[config.mk]
export PLATFORM = sky130hd
export DESIGN_NAME = period_meter
export DESIGN_NICKNAME = d
export VERILOG_FILES = /design/src/rtl/period_meter.sv
export SDC_FILE = /design/constraint.sdc
export NUM_CORES = 1
export LEC_CHECK = 0
export CORE_MARGIN = 8
export CORE_UTILIZATION = 40
export CTS_BUF_LIST = sky130_fd_sc_hd__clkbuf_4
export DETAILED_ROUTE_END_ITERATION = 10
export SYNTH_ARGS = -nofsm -noshare
export SYNTH_HDL_FRONTEND = slang
export SYNTH_SLANG_ARGS = --single-unit
[constraint.sdc]
create_clock -name clk -period 4.55 [get_ports clk]
set_clock_uncertainty 0.05 [all_clocks]
set_input_delay 0.91 -clock clk [delete_from_list [all_inputs] [get_ports clk]]
set_output_delay 0.91 -clock clk [all_outputs]
set_load 0.01 [all_outputs]
[src/rtl/period_meter.sv]
// Measures the period and high time of an asynchronous input in clk cycles.
// A capture needs two rising edges; an edge-free stretch of 2^WIDTH-1 cycles raises timeout.
module period_meter #(
  parameter int WIDTH       = 16,
  parameter int SYNC_STAGES = 2
) (
  input  logic             clk,
  input  logic             rst,
  input  logic             en,
  input  logic             sig_in,
  output logic [WIDTH-1:0] period,
  output logic [WIDTH-1:0] high_time,
  output logic             valid,
  output logic             timeout,
  output logic             busy
);

  typedef enum logic [1:0] {IDLE, ARM, MEAS} state_t;

  localparam logic [WIDTH-1:0] CNT_MAX = '1;
  localparam logic [WIDTH-1:0] CNT_ONE = {{(WIDTH-1){1'b0}}, 1'b1};

  logic [SYNC_STAGES-1:0] sync_q;
  logic                   sig_s;
  logic                   sig_d;
  logic                   rise;

  state_t                 state;
  state_t                 state_nxt;
  logic [WIDTH-1:0]       per_cnt;
  logic [WIDTH-1:0]       hi_cnt;
  logic [WIDTH-1:0]       per_nxt;
  logic [WIDTH-1:0]       hi_nxt;
  logic                   capture;
  logic                   to_nxt;

  // Input synchronizer plus one delay flop for edge detection
  always_ff @(posedge clk or posedge rst) begin
    if (rst) begin
      sync_q <= '0;
      sig_d  <= 1'b0;
    end else begin
      sync_q <= {sync_q[SYNC_STAGES-2:0], sig_in};
      sig_d  <= sig_s;
    end
  end

  assign sig_s = sync_q[SYNC_STAGES-1];
  assign rise  = sig_s & ~sig_d;
  assign busy  = (state == MEAS);

  always_ff @(posedge clk or posedge rst) begin
    if (rst) begin
      state <= IDLE;
    end else begin
      state <= state_nxt;
    end
  end

  // Dropping en overrides everything, including a coincident rise
  always_comb begin
    state_nxt = state;
    per_nxt   = per_cnt;
    hi_nxt    = hi_cnt;
    capture   = 1'b0;
    to_nxt    = 1'b0;
    if (!en) begin
      state_nxt = IDLE;
      per_nxt   = '0;
      hi_nxt    = '0;
    end else begin
      case (state)
        IDLE: begin
          state_nxt = ARM;
          per_nxt   = '0;
          hi_nxt    = '0;
        end
        ARM: begin
          if (rise) begin
            state_nxt = MEAS;
            per_nxt   = CNT_ONE;
            hi_nxt    = CNT_ONE;
          end
        end
        MEAS: begin
          if (rise) begin
            capture = 1'b1;
            per_nxt = CNT_ONE;
            hi_nxt  = CNT_ONE;
          end else if (per_cnt == CNT_MAX) begin
            state_nxt = ARM;
            per_nxt   = '0;
            hi_nxt    = '0;
            to_nxt    = 1'b1;
          end else begin
            per_nxt = per_cnt + CNT_ONE;
            hi_nxt  = hi_cnt + {{(WIDTH-1){1'b0}}, sig_s};
          end
        end
        default: begin
          state_nxt = IDLE;
          per_nxt   = '0;
          hi_nxt    = '0;
        end
      endcase
    end
  end

  // Counters and result registers; results change only alongside valid
  always_ff @(posedge clk or posedge rst) begin
    if (rst) begin
      per_cnt   <= '0;
      hi_cnt    <= '0;
      period    <= '0;
      high_time <= '0;
      valid     <= 1'b0;
      timeout   <= 1'b0;
    end else begin
      per_cnt <= per_nxt;
      hi_cnt  <= hi_nxt;
      valid   <= capture;
      timeout <= to_nxt;
      if (capture) begin
        period    <= per_cnt;
        high_time <= hi_cnt;
      end
    end
  end

endmodule

# Word level (Yosys, flattened, before mapping)

Index checks and enable logic that the tools add are counted.

Bits in registers: 71
Logic and storage cells: 42

Add/sub/neg operators: 2
Equality and inequality tests: 6
Muxes and demuxes: 21
Bitwise gates (word level): 2
Reduce and logical (&&, ||, !) cells: 2

Operator list:

| kind                                                                    | count |
|---|---|
| 16-bit two-way mux                                                      | 7 |
| 16-bit case mux with 2 select lines                                     | 2 |
| 16-bit by 1-bit adder with 16-bit output                                | 1 |
| 16-bit by 1-bit adder with 16-bit output, second input constant         | 1 |
| 16-bit equality test, second input constant                             | 1 |
| 2-bit two-way mux                                                       | 4 |
| 1-bit two-way mux                                                       | 7 |
| 3-bit inequality test, second input constant                            | 2 |
| 2-bit case mux with 3 select lines                                      | 1 |
| 3-bit by 2-bit inequality test with 1-bit output, second input constant | 1 |
| 3-bit AND reduction                                                     | 1 |
| 2-bit by 1-bit equality test with 1-bit output, second input constant   | 1 |
| 2-bit equality test, second input constant                              | 1 |
| 2-bit logical NOT                                                       | 1 |
| 1-bit bitwise AND                                                       | 1 |
| 1-bit NOT                                                               | 1 |

# Logic depth before layout (Yosys ltp)

Gate-level depths: netlist (run 1).

Depth after elaboration: 5
Mapped depth: 8

# Worst setup path after synthesis (run 1)

No wires, ideal clock.

Path type: input port to flip-flop
Start: input en
End: register per_cnt[12]
Library setup time: 69 ps
Data arrival time: 2164 ps
Required time: 4431 ps
Setup slack: 2267 ps
Cell stages on the path: 5
Buffers on the path: 1
Cell sequence: buf_2 nand2_2 a2111oi_4 or4b_1 nand3_1

Cells in the longest elaborated chain, start to end: 1
Elaborated cells on any way between the ends: 2

Ends and longest elaborated chain:

| what                                                                         | RTL line | RTL |
|---|---|---|
| from (decl)                                                                  | 9        | `input logic en,` |
| 3-bit inequality test (no line) / 16-bit two-way mux (equally long branches) | -        |  |
| to (signal assigned)                                                         | 119      | `per_cnt <= per_nxt;` |
| to (decl)                                                                    | 30       | `logic [WIDTH-1:0] per_cnt;` |

Several ways; a longest one is shown, not always the timed one.
A chain may end at the register's enable or synchronous reset.

# Worst setup path after layout (run 1)

Start: input en
End: register per_cnt[2]

Same word-level chain as after synthesis.

==> metrics, run 1 <==
status=completed; sequential share of power=0.555; die height=108 um; Leak=1.62 nW; Top Ports=39; Max Root-Sink Buffers=2; gr usage total=0.139; Worst Hold Path Cells=0; reg-to-reg critical path endpoint=hi_cnt[10]$_DFFE_PP0P_; Hold-fix buffers, CTS=0; hold crit path type=flip-flop to flip-flop; relative slew slack=0.485; fin crit period=around 3000 ps; total core area=8220 um^2; vias in the first global route=2636; hold wc startpoint=sync_q[0]$_DFF_PP0_; pwr dens=297 nW/um^2; DRC violations left=0; Post-CTS Setup Bufs=0; largest net degree at the start of global routing=34; Root Driver=clkbuf_4; clk sinks=71; endpoints failing hold=0; Synth area leader=dfrtp_1; first-pass GRT wire length=13.1 mm; fin util=0.484; crit-path cells=clkdlybuf4s50_1 -> nand2_2 -> nor3_2 -> nand2_1 -> o311ai_0; wire per inst=15.8 um; Area contributors post-synth=dfrtp_1 52%, mux2_2 7.9%, nand2_1 4.0%; Yosys cell types=42; grt ovf=0; Post-Route WL=about 7.5 mm; Clock Latency Late Sink=420 ps; Post-DP Area=3880 um^2; mapped cell area=~3400 um^2; Post-Place Cells=458; row count=33; CP Class=primary input to flip-flop; count of nets after finishing=374; sw power=0.360 mW; Main synth FF type=dfrtp_1; Setup Viol. Count Final=0; endpoint type of the worst setup path=flip-flop; Area Overhead vs Synth=16.9%; flop2flop setup slack=between 2000 and 2500 ps; post-CTS sizing=0; Syn Inst Count=between 300 and 400; sw frac=0.304; hold-critical path endpoint=sync_q[1]$_DFF_PP0_; Setup TNS=0 ps; period utilization=0.644; final max-slew violation count=0; Detail Route Antenna Nets=0; FF-to-FF path depth=7; non-filler instance count after layout=approximately 470; Initial Util=0.414; Synth top area share=0.522; Crit path max-delay family=simple AND/OR/NAND/NOR gates; total power=1.18 mW; count leader, synth=dfrtp_1; syn_nets=338; Yosys reg bits=71; clock-pin slew on the worst setup and hold paths=between 100 and 150 ps; WP buf/inv=1; mean cell area of the mapped netlist=just over 10 um^2; Worst VDD drop=0.000260 V; Fill cells=789; unrepaired setup endpoints after global routing=no; Via density=5.54; CTS tree=built; critical path's largest stage delay=850 ps; Worst Tran Pin Value=between 700 and 800 ps; Post-DP HPWL=5.25 mm; internal power=approximately 0.82 mW; total number of vias=2625; Iter 0 DRT Violations=257; Critical Path RT=approximately 4800 ps; area occupied by multi-input gates=1490 um^2; Clock power frac=0.274; area of the die=around 12000 um^2; Critical Path Fanout Max=15; data arrival time of the worst path=3160 ps; final instance area=3980 um^2; critical path startpoint category=primary input; gpl congestion=0.828; post-synthesis sequential area ratio=0.522; Die Span X=108 um; H-tree Lvls=3; CTS buffer count=9; n_diodes=0; EDFF count, synth=0; initial antenna violation count=0; share of layout cells above drive strength 1=0.146; register area=approximately 1800 um^2; ys async rst share=1.00; Worst R2R Start=per_cnt[0]$_DFFE_PP0P_; max_cap viols=0; First-pass DRT Iterations=4; Synth Warn #=0; slowest CP cell=clkdlybuf4s50_1; port bufs=38; fmax=342 MHz; Combinational Power Share=0.171; Post-synth top cells=71 x dfrtp_1, 36 x nand2_1, 24 x mux2_2, 20 x nand3_1
logic make-up after synthesis:
kind of cell / after synthesis / share of synthesized area
multiplexers: 28 / 0.0911
AO/OA/AOI/OAI: 71 / 0.131
AND/OR/NAND/NOR: 117 / 0.187
buffers and inverters: 33 / 0.0419
XOR/XNOR: 2 / 0.00515
adder cells (fa/ha/maj): 6 / 0.0221
flip-flops: 71 / 0.522
layer usage:
layer  track usage  vias to the layer above  routed length (um)
met4        0.0547                        0                 102
met2         0.204                       62                3370
met5             0                        -                   0
met3        0.0369                       10                 437
li1              -                     1283                   -
met1         0.192                     1270                3580
placed cells by master, fill, tap and decap left out, drive strengths merged, types with 2 or more instances in the layout:
master and n:
dfrtp 71, clkdlybuf4s50 38, nand2 37, mux2 24
nand3 20, o21ai 19, a21oi 19, nand4 14
inv 14, a31oi 11, clkbuf 10, nor3 9
o31ai 8, or4 7, nor2 6, or3 6
ha 6, buf 6, clkinv 6, o211ai 5
and4 4, mux2i 4, nor4 4, and2 3
o22ai 3, and3 2, o311ai 2, xnor2 2
metrics by stage:
| step | hold WS, ps | worst slack, ps |
|---|---|---|
| 3_3_place_gp | 285 | 1360 |
| 6_report | 309 | 1620 |
| 4_1_cts | 313 | 1620 |
| 3_5_place_dp | 286 | 1170 |
| 2_1_floorplan | 281 | 1790 |
| 5_1_grt | 331 | 1440 |
power groups by stage:
stage / registers, mW / clock network [mW] / logic [mW]
after global routing: 0.659 / 0.367 / 0.226
after global placement: 0.667 / 0 / 0.198
after CTS: 0.656 / 0.338 / 0.203
final: 0.656 / 0.324 / 0.202
after detailed placement: 0.668 / 0 / 0.202
after floorplan: 0.666 / 0 / 0.151
worst max path at each step:
stage          from                     end  slack, ps  cells past startpoint
6_report         en  per_cnt[2]$_DFFE_PP0P_       1620                      5
5_1_grt          en   hi_cnt[1]$_DFFE_PP0P_       1440                      5
4_1_cts          en  per_cnt[2]$_DFFE_PP0P_       1620                      5
3_5_place_dp     en  per_cnt[2]$_DFFE_PP0P_       1170                      5
3_3_place_gp     en   hi_cnt[9]$_DFFE_PP0P_       1360                      6
2_1_floorplan   rst   hi_cnt[0]$_DFFE_PP0P_       1790                      1
layout make-up:
class,instances,share of cell area
clock buffer,10,0.0189
clock inverter,6,0.00692
inverter,14,0.0132
multi-input combinational,224,0.375
sequential,71,0.447
tap,105,0.0330
timing repair buffer,44,0.107
state kept, by name, indices dropped and copies added, names as in the netlist:
name       flops
hi_cnt        16
high_time     16
per_cnt       16
period        16
state          2
sync_q         2
sig_d          1
timeout        1
valid          1
Power figures use the tool's default switching activity.
==> inputs of run 2 (changes only) <==
==> constraint.sdc (replaced) <==
create_clock -name clk -period 2.9 [get_ports clk]
set_clock_uncertainty 0.05 [all_clocks]
set_input_delay 0.58 -clock clk [delete_from_list [all_inputs] [get_ports clk]]
set_output_delay 0.58 -clock clk [all_outputs]
set_load 0.01 [all_outputs]
==> run 2 against run 1 <==
  * Die area did not move
  * Sequential share of layout area fell by 0.62 points
  * Via count rose by 2.2%
  * Critical path depth fell by 2
  * Global-route usage fell by 0.62 points
  * Sequential power rose by 57%
  * Non-clock buffer count rose by 6
  * Largest power group unchanged
  * Register-to-register slack got worse by 1400 ps
  * Worst hold slack got worse by 11 ps
  * Combinational power rose by 66%
==> metrics, run 2 (synthesized netlist as in run 1, its figures left out) <==
max_cap viols=0; Critical Path RT=between 2000 and 2500 ps; final max-slew violation count=0; fmax=between 400 and 500 MHz; critical path startpoint category=flip-flop; data arrival time of the worst path=roughly 1900 ps; area of the die=between 10000 and 15000 um^2; Area Overhead vs Synth=18.5%; row count=33; hold-critical path endpoint=sync_q[1]$_DFF_PP0_; flop2flop setup slack=810 ps; clock-pin slew on the worst setup and hold paths=110 ps; count of nets after finishing=380; hold wc startpoint=sync_q[0]$_DFF_PP0_; Max Root-Sink Buffers=2; Post-DP HPWL=approximately 5.2 mm; endpoints failing hold=0; clk sinks=71; grt ovf=0; Worst Tran Pin Value=458 ps; total power=1.88 mW; Initial Util=0.414; Worst VDD drop=0.000387 V; register area=roughly 1800 um^2; gr usage total=0.133; Worst R2R Start=state[1]$_DFFE_PP0P_; port bufs=38; endpoint type of the worst setup path=primary output; Iter 0 DRT Violations=101; First-pass DRT Iterations=4; vias in the first global route=2547; Worst Hold Path Cells=0; reg-to-reg critical path endpoint=per_cnt[15]$_DFFE_PP0P_; Detail Route Antenna Nets=0; Die Span X=108 um; Fill cells=774; Via density=5.60; Post-CTS Setup Bufs=0; CP Class=flip-flop to primary output; hold crit path type=flip-flop to flip-flop; gpl congestion=roughly 0.83; CTS buffer count=9; Root Driver=clkbuf_4; Top Ports=39; share of layout cells above drive strength 1=0.155; unrepaired setup endpoints after global routing=no; largest net degree at the start of global routing=72; total core area=8220 um^2; most frequent cells in the layout=71 x dfrtp_1, 38 x clkdlybuf4s50_1, 36 x nand2_1; relative slew slack=0.694; Hold-fix buffers, CTS=0; Setup TNS=0 ps; leading cell type in the layout, fill and taps excluded=dfrtp_1; first-pass GRT wire length=between 10 and 15 mm; total number of vias=about 2700; pwr dens=466 nW/um^2; area occupied by multi-input gates=1490 um^2; n_diodes=0; Leak=between 1.5 and 2 nW; Post-Route WL=7.38 mm; period utilization=0.858; wire per inst=15.4 um; initial antenna violation count=0; Setup Viol. Count Final=0; post-CTS sizing=0; fin crit period=between 2000 and 2500 ps; status=completed; Clock Latency Late Sink=between 400 and 500 ps; DRC violations left=0; H-tree Lvls=3; die height=108 um; CTS tree=built; FF-to-FF path depth=7; Critical Path Fanout Max=7
==> run 2: cell count changes in the layout (fill, tap and decap cells not counted), sizes merged <==
cell and delta:
clkbuf +2, buf +6, clkinv -3
==> run 2: cell type report <==
type,count,share of cell area
tap,105,0.0326
multi-input combinational,224,0.369
timing repair buffer,50,0.120
clock inverter,3,0.00279
inverter,14,0.0130
clock buffer,12,0.0223
sequential,71,0.440
==> run 2: critical path: stages (launching register included) <==
cell and delay (ps):
dfrtp_1 430, inv_1 100, ha_1 320, clkdlybuf4s50_1 600
==> run 2: power by group <==
part           internal (mW)  switching (mW)
clock network          0.193           0.322
registers               1.01          0.0191
logic                  0.119           0.217
==> run 2: layer usage <==
| layer | up-vias | routed length, um | global-route usage |
|---|---|---|---|
| met5 | - | 0 | 0 |
| met4 | 0 | 72 | 0.0489 |
| met3 | 8 | 407 | 0.0369 |
| met2 | 63 | 3260 | 0.193 |
| met1 | 1319 | 3640 | 0.185 |
| li1 | 1293 | - | - |
==> run 2: how the worst max path moves through the flow <==
stage / start / end / slack, ps
CTS: state[0]$_DFFE_PP0P_ / busy / 410
finish: state[0]$_DFFE_PP0P_ / busy / 410
global route: state[0]$_DFFE_PP0P_ / busy / 340
floorplan: rst / hi_cnt[0]$_DFFE_PP0P_ / 470
global placement: en / per_cnt[12]$_DFFE_PP0P_ / 440
detailed placement: en / per_cnt[12]$_DFFE_PP0P_ / 390
==> run 2: per-stage QoR <==
stage | cells | hold slack (ps) | cell area [um^2] | setup WS, ps | util
final | 479 | 297 | 4040 | 411 | 0.491
after global routing | 479 | 321 | 4040 | 337 | 0.491
after CTS | 479 | 308 | 4040 | 406 | 0.491
after detailed placement | 464 | 286 | 3930 | 393 | 0.479
after global placement | 464 | 284 | 3930 | 445 | 0.479
after floorplan | 328 | 281 | 3400 | 473 | -
==> inputs of run 3 (changes only) <==
--- a/config.mk
+++ b/config.mk
@@ -9,6 +9,8 @@
 export CORE_UTILIZATION = 40
 export CTS_BUF_LIST = sky130_fd_sc_hd__clkbuf_4
 export DETAILED_ROUTE_END_ITERATION = 10
+export MAX_ROUTING_LAYER = met4
+export PLACE_DENSITY = 0.59
 export SYNTH_ARGS = -nofsm -noshare
 export SYNTH_HDL_FRONTEND = slang
 export SYNTH_SLANG_ARGS = --single-unit
==> run 3 against run 2 <==
  * Total power decreased by 0.10%
  * Final area about the same
  * Maximum frequency increased by 0.96%
  * Critical path type unchanged
  * Largest power group unchanged
  * Highest routed layer unchanged
==> metrics, run 3 (synthesized netlist as in run 1, its figures left out) <==
Fill cells=between 700 and 800; Root Driver=clkbuf_4; pwr dens=between 400 and 500 nW/um^2; first-pass GRT wire length=12.2 mm; Iter 0 DRT Violations=154; Worst VDD drop=0.000311 V; H-tree Lvls=3; endpoint type of the worst setup path=primary output; WP buf/inv=2; CTS buffer count=9; CTS tree=built; unrepaired setup endpoints after global routing=no; critical path's largest stage delay=600 ps; slowest CP cell=clkdlybuf4s50_1; Critical Path Fanout Max=7; Clock Latency Late Sink=410 ps; Detail Route Antenna Nets=0; Max Root-Sink Buffers=2; grt ovf=0; crit-path cells=inv_1 -> ha_1 -> clkdlybuf4s50_1; Crit path max-delay family=buffers and inverters; sequential share of power=0.548; Die Span X=108 um; Post-CTS Setup Bufs=0; wire per inst=between 15 and 20 um; fmax=a little over 400 MHz; most frequent cells in the layout=71 x dfrtp_1, 38 x clkdlybuf4s50_1, 36 x nand2_1; relative slew slack=0.709; initial antenna violation count=0; post-CTS sizing=0; clock-pin slew on the worst setup and hold paths=100 ps; Via density=5.56; Combinational Power Share=0.177; total number of vias=between 2000 and 3000; max_cap viols=0; status=completed; Leak=approximately 1.7 nW; fin util=0.491; Worst Hold Slack=roughly 310 ps; hold crit path type=flip-flop to flip-flop; area of the die=about 12000 um^2; Setup TNS=0 ps; internal power=1.32 mW; port bufs=38; Post-DP HPWL=5.26 mm; period utilization=0.850; critical path startpoint category=flip-flop; Initial Util=0.414; Levels on crit path=3; Worst Tran Pin Value=436 ps; CP Class=flip-flop to primary output; final max-slew violation count=0; Worst Hold Path Cells=0; clk sinks=between 70 and 80; Clock power frac=0.274; Critical Path RT=2270 ps; share of layout cells above drive strength 1=0.161; Area Overhead vs Synth=18.5%; n_diodes=0; Hold-fix buffers, CTS=0; endpoints failing hold=0; First-pass DRT Iterations=4; sw power=0.555 mW; sw frac=0.296; Post-Route WL=7.39 mm; die height=108 um; Setup Viol. Count Final=0; FF-to-FF path depth=6; total core area=8220 um^2; count of nets after finishing=380; largest net degree at the start of global routing=72; Top Ports=39; gpl congestion=0.824; row count=33; DRC violations left=0; fin crit period=2470 ps; gr usage total=0.135; vias in the first global route=2460; leading cell type in the layout, fill and taps excluded=dfrtp_1; data arrival time of the worst path=1840 ps
==> run 3: cell types whose count changed in the layout (fill, tap and decap cells not counted), sizes merged <==
cell,delta
clkinv,-1
==> run 3: routing by layer <==
layer,wire length [um],vias up,global-route usage
met3,402,12,0.0232
li1,-,1292,-
met2,3280,66,0.195
met4,106,0,0.0616
met1,3610,1288,0.181
met5,0,-,-
==> run 3: cell type report <==
type	count	area (um^2)	area share
Sequential cell	71	1780	0.440
Timing Repair Buffer	50	483	0.120
Clock inverter	2	10.0	0.00248
Clock buffer	12	90.1	0.0223
Multi-Input combinational cell	224	1490	0.369
Tap cell	105	131	0.0326
Inverter	14	52.6	0.0130
==> run 3: worst paths after layout <==
path	startpoint	endpoint	slack, ps
max	state[0]$_DFFE_PP0P_	busy	430
min	sync_q[0]$_DFF_PP0_	sync_q[1]$_DFF_PP0_	310
max reg2reg	per_cnt[0]$_DFFE_PP0P_	hi_cnt[3]$_DFFE_PP0P_	740
min reg2reg	sync_q[0]$_DFF_PP0_	sync_q[1]$_DFF_PP0_	310
max in group asynchronous	rst	per_cnt[0]$_DFFE_PP0P_	1980
min in group asynchronous	rst	period[9]$_DFFE_PP0P_	510
==> run 3: power groups by stage <==
stage	registers [mW]	logic, mW	clock network [mW]
final	1.03	0.333	0.515
after CTS	1.03	0.335	0.541
after detailed placement	1.05	0.333	0
after global routing	1.03	0.372	0.569
after floorplan	1.04	0.237	0
after global placement	1.05	0.330	0
==> run 3: through the flow <==
stage | area, um^2 | worst slack (ps) | cells | power [mW]
6_report | 4030 | 435 | 478 | 1.88
5_1_grt | 4030 | 323 | 478 | 1.97
4_1_cts | 4030 | 416 | 478 | 1.90
3_5_place_dp | 3930 | 502 | 464 | 1.38
3_3_place_gp | 3930 | 526 | 464 | 1.38
2_1_floorplan | 3400 | 473 | 328 | 1.28
